===== config.mk =====
export PLATFORM = sky130hd
export DESIGN_NAME = lsu_stage
export DESIGN_NICKNAME = d
export VERILOG_FILES = /design/src/rtl/lsu_stage.sv
export SDC_FILE = /design/constraint.sdc
export NUM_CORES = 1
export LEC_CHECK = 0
export CAP_MARGIN = 5
export CORE_AREA = 2 2 145 147
export CTS_CLUSTER_SIZE = 25
export DETAILED_ROUTE_END_ITERATION = 7
export DIE_AREA = 0 0 147 149
export PLACE_DENSITY_LB_ADDON = 0.12
export SETUP_SLACK_MARGIN = 0.2
export SLEW_MARGIN = 25
export SYNTH_ARGS = -nofsm -noshare
export SYNTH_HDL_FRONTEND = slang
export SYNTH_SLANG_ARGS = --single-unit

===== constraint.sdc =====
create_clock -name clk_i -period 3.4 [get_ports clk_i]
set_input_delay 0.51 -clock clk_i [delete_from_list [all_inputs] [get_ports clk_i]]
set_output_delay 0.51 -clock clk_i [all_outputs]
set_load 0.03 [all_outputs]

===== src/rtl/lsu_stage.sv =====
// rtl/lsu_stage.sv - dual-slot memory stage: slot-0 load/store over req/gnt/rvalid, slot-1 pass-through
// Optional feature macro: LSU_MISALIGN_EXC_EN (trap misaligned half/word instead of issuing them)
module lsu_stage #(
  parameter int WAIT_MAX = 15
) (
  input  logic        clk_i,
  input  logic        rst_i,
  input  logic        valid_i,
  input  logic        flush_i,
  input  logic [31:0] alu0_i,
  input  logic [31:0] alu1_i,
  input  logic [31:0] sdata0_i,
  input  logic [2:0]  funct3_0_i,
  input  logic        ld0_i,
  input  logic        st0_i,
  input  logic        rdw0_i,
  input  logic        rdw1_i,
  input  logic [4:0]  rd0_i,
  input  logic [4:0]  rd1_i,
  output logic        dmem_req_o,
  output logic        dmem_we_o,
  output logic [31:0] dmem_addr_o,
  output logic [31:0] dmem_wdata_o,
  output logic [3:0]  dmem_be_o,
  input  logic        dmem_gnt_i,
  input  logic        dmem_rvalid_i,
  input  logic [31:0] dmem_rdata_i,
  output logic        stall_o,
  output logic        wm0_o,
  output logic        wm1_o,
  output logic [4:0]  am0_o,
  output logic [4:0]  am1_o,
  output logic [31:0] bypass_lsu0_o,
  output logic [31:0] bypass_lsu1_o,
  output logic        wb_valid_o,
  output logic [31:0] wb_data0_o,
  output logic [31:0] wb_data1_o,
  output logic [4:0]  wb_rd0_o,
  output logic [4:0]  wb_rd1_o,
  output logic        wb_we0_o,
  output logic        wb_we1_o,
  output logic        bus_err_o,
  output logic        misaligned_o
);
  localparam int CW = $clog2(WAIT_MAX + 1);

  typedef enum logic [1:0] {S_IDLE, S_REQ, S_WAIT, S_DRAIN} state_t;

  state_t        state_q, state_d;
  logic [CW-1:0] cnt_q, cnt_d;
  logic          stage_valid_q, stage_valid_d;
  logic [31:0]   alu0_q, alu0_d, alu1_q, alu1_d, sdata0_q, sdata0_d, data0_q, data0_d;
  logic [2:0]    funct3_q, funct3_d;
  logic          ld_q, ld_d, st_q, st_d, rdw0_q, rdw0_d, rdw1_q, rdw1_d;
  logic [4:0]    rd0_q, rd0_d, rd1_q, rd1_d;
  logic          kill0_q, kill0_d, bus_err_q, bus_err_d;

  logic        capture, mis_in, mem_cap, cnt_max, tmo, ld_done;
  logic        idle, we0, we1;
  logic [7:0]  ld_byte;
  logic [15:0] ld_half;
  logic [31:0] load_fmt;

`ifdef LSU_MISALIGN_EXC_EN
  logic mis_q, mis_d;
  assign mis_in = (ld0_i | st0_i) &
                  (((funct3_0_i[1:0] == 2'b01) & alu0_i[0]) |
                   ((funct3_0_i[1:0] == 2'b10) & (alu0_i[1:0] != 2'b00)));
`else
  assign mis_in = 1'b0;
`endif

  assign capture = valid_i & ~stall_o & ~flush_i;
  assign mem_cap = capture & (ld0_i | st0_i) & ~mis_in;
  assign cnt_max = (cnt_q == CW'(WAIT_MAX - 1));
  assign tmo     = cnt_max & ~flush_i &
                   (((state_q == S_REQ) & ~dmem_gnt_i) | ((state_q == S_WAIT) & ~dmem_rvalid_i));
  assign ld_done = ~flush_i & dmem_rvalid_i &
                   ((state_q == S_WAIT) | ((state_q == S_REQ) & dmem_gnt_i & ld_q));

  always_ff @(posedge clk_i) begin
    if (rst_i) begin
      state_q <= S_IDLE;
    end else begin
      state_q <= state_d;
    end
  end

  // A granted load under flush still owes a response, so it must be drained.
  always_comb begin
    state_d = state_q;
    unique case (state_q)
      S_IDLE:  if (mem_cap) state_d = S_REQ;
      S_REQ: begin
        if (flush_i)         state_d = (dmem_gnt_i & ld_q & ~dmem_rvalid_i) ? S_DRAIN : S_IDLE;
        else if (dmem_gnt_i) state_d = (st_q | dmem_rvalid_i) ? S_IDLE : S_WAIT;
        else if (cnt_max)    state_d = S_IDLE;
      end
      S_WAIT: begin
        if (dmem_rvalid_i)   state_d = S_IDLE;
        else if (flush_i)    state_d = S_DRAIN;
        else if (cnt_max)    state_d = S_IDLE;
      end
      S_DRAIN: if (dmem_rvalid_i | cnt_max) state_d = S_IDLE;
      default: state_d = S_IDLE;
    endcase
  end

  always_comb begin
    idle         = (state_q == S_IDLE);
    stall_o      = ~idle;
    dmem_req_o   = (state_q == S_REQ);
    dmem_we_o    = dmem_req_o & st_q;
    dmem_addr_o  = dmem_req_o ? {alu0_q[31:2], 2'b00} : 32'h0;
    dmem_be_o    = 4'b0000;
    dmem_wdata_o = 32'h0;
    if (dmem_req_o) begin
      unique case (funct3_q[1:0])
        2'b00: begin
          dmem_be_o    = 4'b0001 << alu0_q[1:0];
          dmem_wdata_o = {4{sdata0_q[7:0]}};
        end
        2'b01: begin
          dmem_be_o    = alu0_q[1] ? 4'b1100 : 4'b0011;
          dmem_wdata_o = {2{sdata0_q[15:0]}};
        end
        default: begin
          dmem_be_o    = 4'b1111;
          dmem_wdata_o = sdata0_q;
        end
      endcase
    end
    we0           = stage_valid_q & idle & rdw0_q & ~st_q & ~kill0_q & (rd0_q != 5'd0);
    we1           = stage_valid_q & rdw1_q & (rd1_q != 5'd0);
    wb_valid_o    = stage_valid_q & idle;
    wb_we0_o      = we0;
    wb_we1_o      = we1 & idle;
    wm0_o         = we0;
    wm1_o         = we1;
    am0_o         = rd0_q;
    am1_o         = rd1_q;
    bypass_lsu0_o = data0_q;
    bypass_lsu1_o = alu1_q;
    wb_data0_o    = data0_q;
    wb_data1_o    = alu1_q;
    wb_rd0_o      = rd0_q;
    wb_rd1_o      = rd1_q;
    bus_err_o     = bus_err_q;
`ifdef LSU_MISALIGN_EXC_EN
    misaligned_o  = mis_q;
`else
    misaligned_o  = 1'b0;
`endif
  end

  always_comb begin
    unique case (alu0_q[1:0])
      2'b00:   ld_byte = dmem_rdata_i[7:0];
      2'b01:   ld_byte = dmem_rdata_i[15:8];
      2'b10:   ld_byte = dmem_rdata_i[23:16];
      default: ld_byte = dmem_rdata_i[31:24];
    endcase
    ld_half = alu0_q[1] ? dmem_rdata_i[31:16] : dmem_rdata_i[15:0];
    unique case (funct3_q[1:0])
      2'b00:   load_fmt = {{24{~funct3_q[2] & ld_byte[7]}}, ld_byte};
      2'b01:   load_fmt = {{16{~funct3_q[2] & ld_half[15]}}, ld_half};
      default: load_fmt = dmem_rdata_i;
    endcase
  end

  always_comb begin
    stage_valid_d = stage_valid_q;
    alu0_d        = alu0_q;
    alu1_d        = alu1_q;
    sdata0_d      = sdata0_q;
    funct3_d      = funct3_q;
    ld_d          = ld_q;
    st_d          = st_q;
    rdw0_d        = rdw0_q;
    rdw1_d        = rdw1_q;
    rd0_d         = rd0_q;
    rd1_d         = rd1_q;
    data0_d       = data0_q;
    kill0_d       = kill0_q;
    bus_err_d     = tmo;
    cnt_d         = (!idle && state_d == state_q) ? cnt_q + CW'(1) : '0;
`ifdef LSU_MISALIGN_EXC_EN
    mis_d         = capture & mis_in;
`endif
    if (capture) begin
      stage_valid_d = 1'b1;
      alu0_d        = alu0_i;
      alu1_d        = alu1_i;
      sdata0_d      = sdata0_i;
      funct3_d      = funct3_0_i;
      ld_d          = ld0_i;
      st_d          = st0_i;
      rdw0_d        = rdw0_i;
      rdw1_d        = rdw1_i;
      rd0_d         = rd0_i;
      rd1_d         = rd1_i;
      data0_d       = alu0_i;
      kill0_d       = mis_in;
    end else if (flush_i || idle) begin
      stage_valid_d = 1'b0;
    end
    if (ld_done) data0_d = load_fmt;
    if (tmo)     kill0_d = 1'b1;
  end

  always_ff @(posedge clk_i) begin
    if (rst_i) begin
      cnt_q         <= '0;
      stage_valid_q <= 1'b0;
      alu0_q        <= 32'h0;
      alu1_q        <= 32'h0;
      sdata0_q      <= 32'h0;
      funct3_q      <= 3'b000;
      ld_q          <= 1'b0;
      st_q          <= 1'b0;
      rdw0_q        <= 1'b0;
      rdw1_q        <= 1'b0;
      rd0_q         <= 5'd0;
      rd1_q         <= 5'd0;
      data0_q       <= 32'h0;
      kill0_q       <= 1'b0;
      bus_err_q     <= 1'b0;
`ifdef LSU_MISALIGN_EXC_EN
      mis_q         <= 1'b0;
`endif
    end else begin
      cnt_q         <= cnt_d;
      stage_valid_q <= stage_valid_d;
      alu0_q        <= alu0_d;
      alu1_q        <= alu1_d;
      sdata0_q      <= sdata0_d;
      funct3_q      <= funct3_d;
      ld_q          <= ld_d;
      st_q          <= st_d;
      rdw0_q        <= rdw0_d;
      rdw1_q        <= rdw1_d;
      rd0_q         <= rd0_d;
      rd1_q         <= rd1_d;
      data0_q       <= data0_d;
      kill0_q       <= kill0_d;
      bus_err_q     <= bus_err_d;
`ifdef LSU_MISALIGN_EXC_EN
      mis_q         <= mis_d;
`endif
    end
  end
endmodule

==> metrics.md <==
| Metric | Value |
|---|---|
| Clock edge transition at the registers on the reported setup and hold paths | `about 60 ps` |
| Placer Congestion | `roughly 0.8` |
| Reg2reg setup slack | `roughly 1300 ps` |
| Final instance area | `11580 um^2` |
| Type of the worst setup path | `register to output port` |
| Worst slew pin tran | `~950 ps` |
| Routed via count | `7586` |
| Layout fillers | `1950` |
| Post-Synthesis Cells | `973` |
| Startpoint types | `register` |
| Fin nets | `between 1000 and 1500` |
| Syn_area_per_cell | `slightly below 8 um^2` |
| Die Span Y | `149 um` |
| Clock latency on the worst-skew pair | `420 ps` |
| Drt first pass iters | `5` |
| Hold Crit Class | `register to register` |
| Htree depth | `4` |
| All-Layer GR Usage | `23.78%` |
| Post-synth EDFFs | `0` |
| Run status | `finished, final reports clean` |
| Area of the core | `20560 um^2` |
| Top_reg_cell synth | `dfxtp_1` |
| Ports | `377` |
| Cell Pwr Density | `443.4 nW/um^2` |
| Final Hold Fails | `0` |
| CTS root buf | `clkbuf_16` |
| Period utilization | `approximately 87%` |
| Slowest CP cell | `clkdlybuf4s50_1` |
| DRC viols | `0` |
| Max-Cap Viols | `0` |
| Fraction of layout cells with a size suffix above 1 | `5.788%` |
| Synthesis warning total | `0` |
| Fin Clk Skew | `5.307 ps` |
| Worst Path Required | `2890 ps` |
| RSZ-0062 raised after global routing | `no` |
| GRT overflow | `0` |
| Leakage power | `slightly above 4 nW` |
| Asr flop ratio synth | `0%` |
| Vias per inst | `4.991` |
| FP Rows | `53` |
| Commonest non-fill, non-tap cells in the layout | `366 x clkdlybuf4s50_1, 267 x nand2_1, 153 x dfxtp_1` |
| Clock buffer depth | `2` |
| CTS tree | `yes` |
| Buf/Inv on CP | `2` |
| Die width | `147 um` |
| CTS Sinks | `154` |
| Synthesis-stage register bit count | `154` |
| CP max FO | `9` |
| WP data arrival | `~2500 ps` |
| Setup tns final | `0 ps` |
| DP Area | `10920 um^2` |
| Starting Density | `36.87%` |
| Sequential fraction of the synthesis area | `40.68%` |
| Area grow syn2layout | `52.83%` |
| Final ANT Viol Nets | `0` |
| Routed wire length | `27060 um` |
| Inserted Clock Buffers | `17` |
| DRT iter0 DRCs | `444` |
| Total die area | `between 20000 and 25000 um^2` |
| Maximum clock frequency | `0.3380 GHz` |
| Slowest Stage Delay on Critical Path | `730 ps` |
| Maximum VDD drop | `331.5 uV` |
| Initial antenna violation count | `0` |
| Final Max Slew Viols | `0` |
| Max_slew headroom | `36.69%` |
| Largest net degree at the start of global routing | `82` |
| First-pass GRT wire length | `40240 um` |
| Number of global-route vias before repair | `7079` |
| Fin Hold WS | `450.6 ps` |
| Post-DP HPWL | `19280 um` |
| Commonest non-fill, non-tap cell in the layout | `clkdlybuf4s50_1` |
| Worst path cell trace | `buf_4, or2_2, nand2_1, a21oi_1, clkdlybuf4s50_1` |
| Port Buf Inserts | `373` |
| Avg WL per Cell | `roughly 18 um` |
| Family with the most delay on the worst path | `buffers and inverters` |
| Distinct cell type count after synthesis | `52` |
| Final min period | `2959 ps` |
| Post-CTS setup buffers | `0` |
| Final setup vio count | `0` |
| Post-CTS Resized | `0` |
| Cts hold-fix bufs | `0` |
| Synthesized cell area | `7579 um^2` |
| CP endpoint kind | `output port` |
-- synthesized netlist by cell type, types with 11 or more instances --
cell / instances / area share, %
nand2_1: 267 / 13
dfxtp_1: 154 / 41
a21oi_1: 135 / 8.9
buf_4: 83 / 8.2
and2_1: 44 / 3.6
nor2_1: 37 / 1.8
clkbuf_1: 36 / 1.8
a31oi_1: 30 / 2.5
buf_2: 29 / 1.9
a221o_1: 24 / 3.2
mux2i_1: 17 / 2.2
nor2b_1: 11 / 0.91
o21ai_0: 11 / 0.73
-- routing by layer --
layer / up-vias / track usage (%) / wire length, um
met5: - / 0 / 0
met4: 0 / 5.769 / 311
met3: 21 / 7.920 / 2223
met2: 294 / 40.94 / 13480
met1: 3540 / 28.87 / 11050
li1: 3731 / - / -
-- report_power, final --
part | leakage, nW | internal, mW | total, mW | switching (mW)
clock | 0.318 | 1.40 | 2.18 | 0.777
sequential | 1.26 | 1.89 | 1.97 | 0.0739
combinational | 2.58 | 0.447 | 0.991 | 0.544
-- per-stage QoR --
step | setup WS, ps | util, % | instances | power [mW]
2_1_floorplan | 1228 | - | 975 | 2.563
6_report | 441.0 | 56.34 | 1520 | 5.136
4_1_cts | 393.4 | 56.33 | 1519 | 5.178
3_5_place_dp | 641.2 | 53.10 | 1488 | 3.001
5_1_grt | 273.5 | 56.33 | 1519 | 5.330
3_3_place_gp | 595.7 | 53.06 | 1488 | 2.994
-- worst paths after layout --
path                      endpoint   startpoint  cells after the start
setup / recovery  dmem_wdata_o[10]  funct3_q[0]                      5
hold reg to reg          alu0_q[8]    alu0_q[8]                      2
hold / removal           alu0_q[8]    alu0_q[8]                      2
setup reg to reg  bypass_lsu0_o[9]   state_q[1]                      5
-- area by class of cell --
| cell class | count | area, um^2 | area share (%) |
|---|---|---|---|
| Sequential cell | 154 | 3084 | 26.63 |
| Antenna cell | 1 | 2.502 | 0.02161 |
| Clock inverter | 10 | 214.0 | 1.847 |
| Inverter | 8 | 30.03 | 0.2593 |
| Tap cell | 275 | 344.1 | 2.971 |
| Clock buffer | 21 | 450.4 | 3.889 |
| Timing Repair Buffer | 390 | 3881 | 33.51 |
| Multi-Input combinational cell | 661 | 3576 | 30.87 |
-- cell families after synthesis --
| logic type | after synthesis | share of synthesized area (%) |
|---|---|---|
| simple gates | 396 | 23.18 |
| compound gates | 230 | 18.99 |
| buf+inv | 160 | 12.51 |
| flops | 154 | 40.68 |
| mux | 28 | 4.028 |
| fa+ha+maj | 2 | 0.3301 |
| xor+xnor | 2 | 0.2312 |
| other cells | 1 | 0.04948 |
-- state kept, by name (all words and copies together), names as in the netlist --
register       flops
am1_o              5
cnt_q              4
st_q               1
sdata0_q          32
kill0_q            1
stage_valid_q      1
ld_q               1
bus_err_o          1
am0_o              5
rdw1_q             1
alu0_q            32
bypass_lsu1_o     32
state_q            2
rdw0_q             1
bypass_lsu0_o     32
funct3_q           3
-- worst register-to-register path, stage by stage (launching register included) --
cell	delay, ps
dfxtp_1	570
and4b_1	280
o211ai_4	590
buf_4	280
a31oi_1	50
a221o_1	270
No activity file was read; power rests on OpenSTA's default activity.
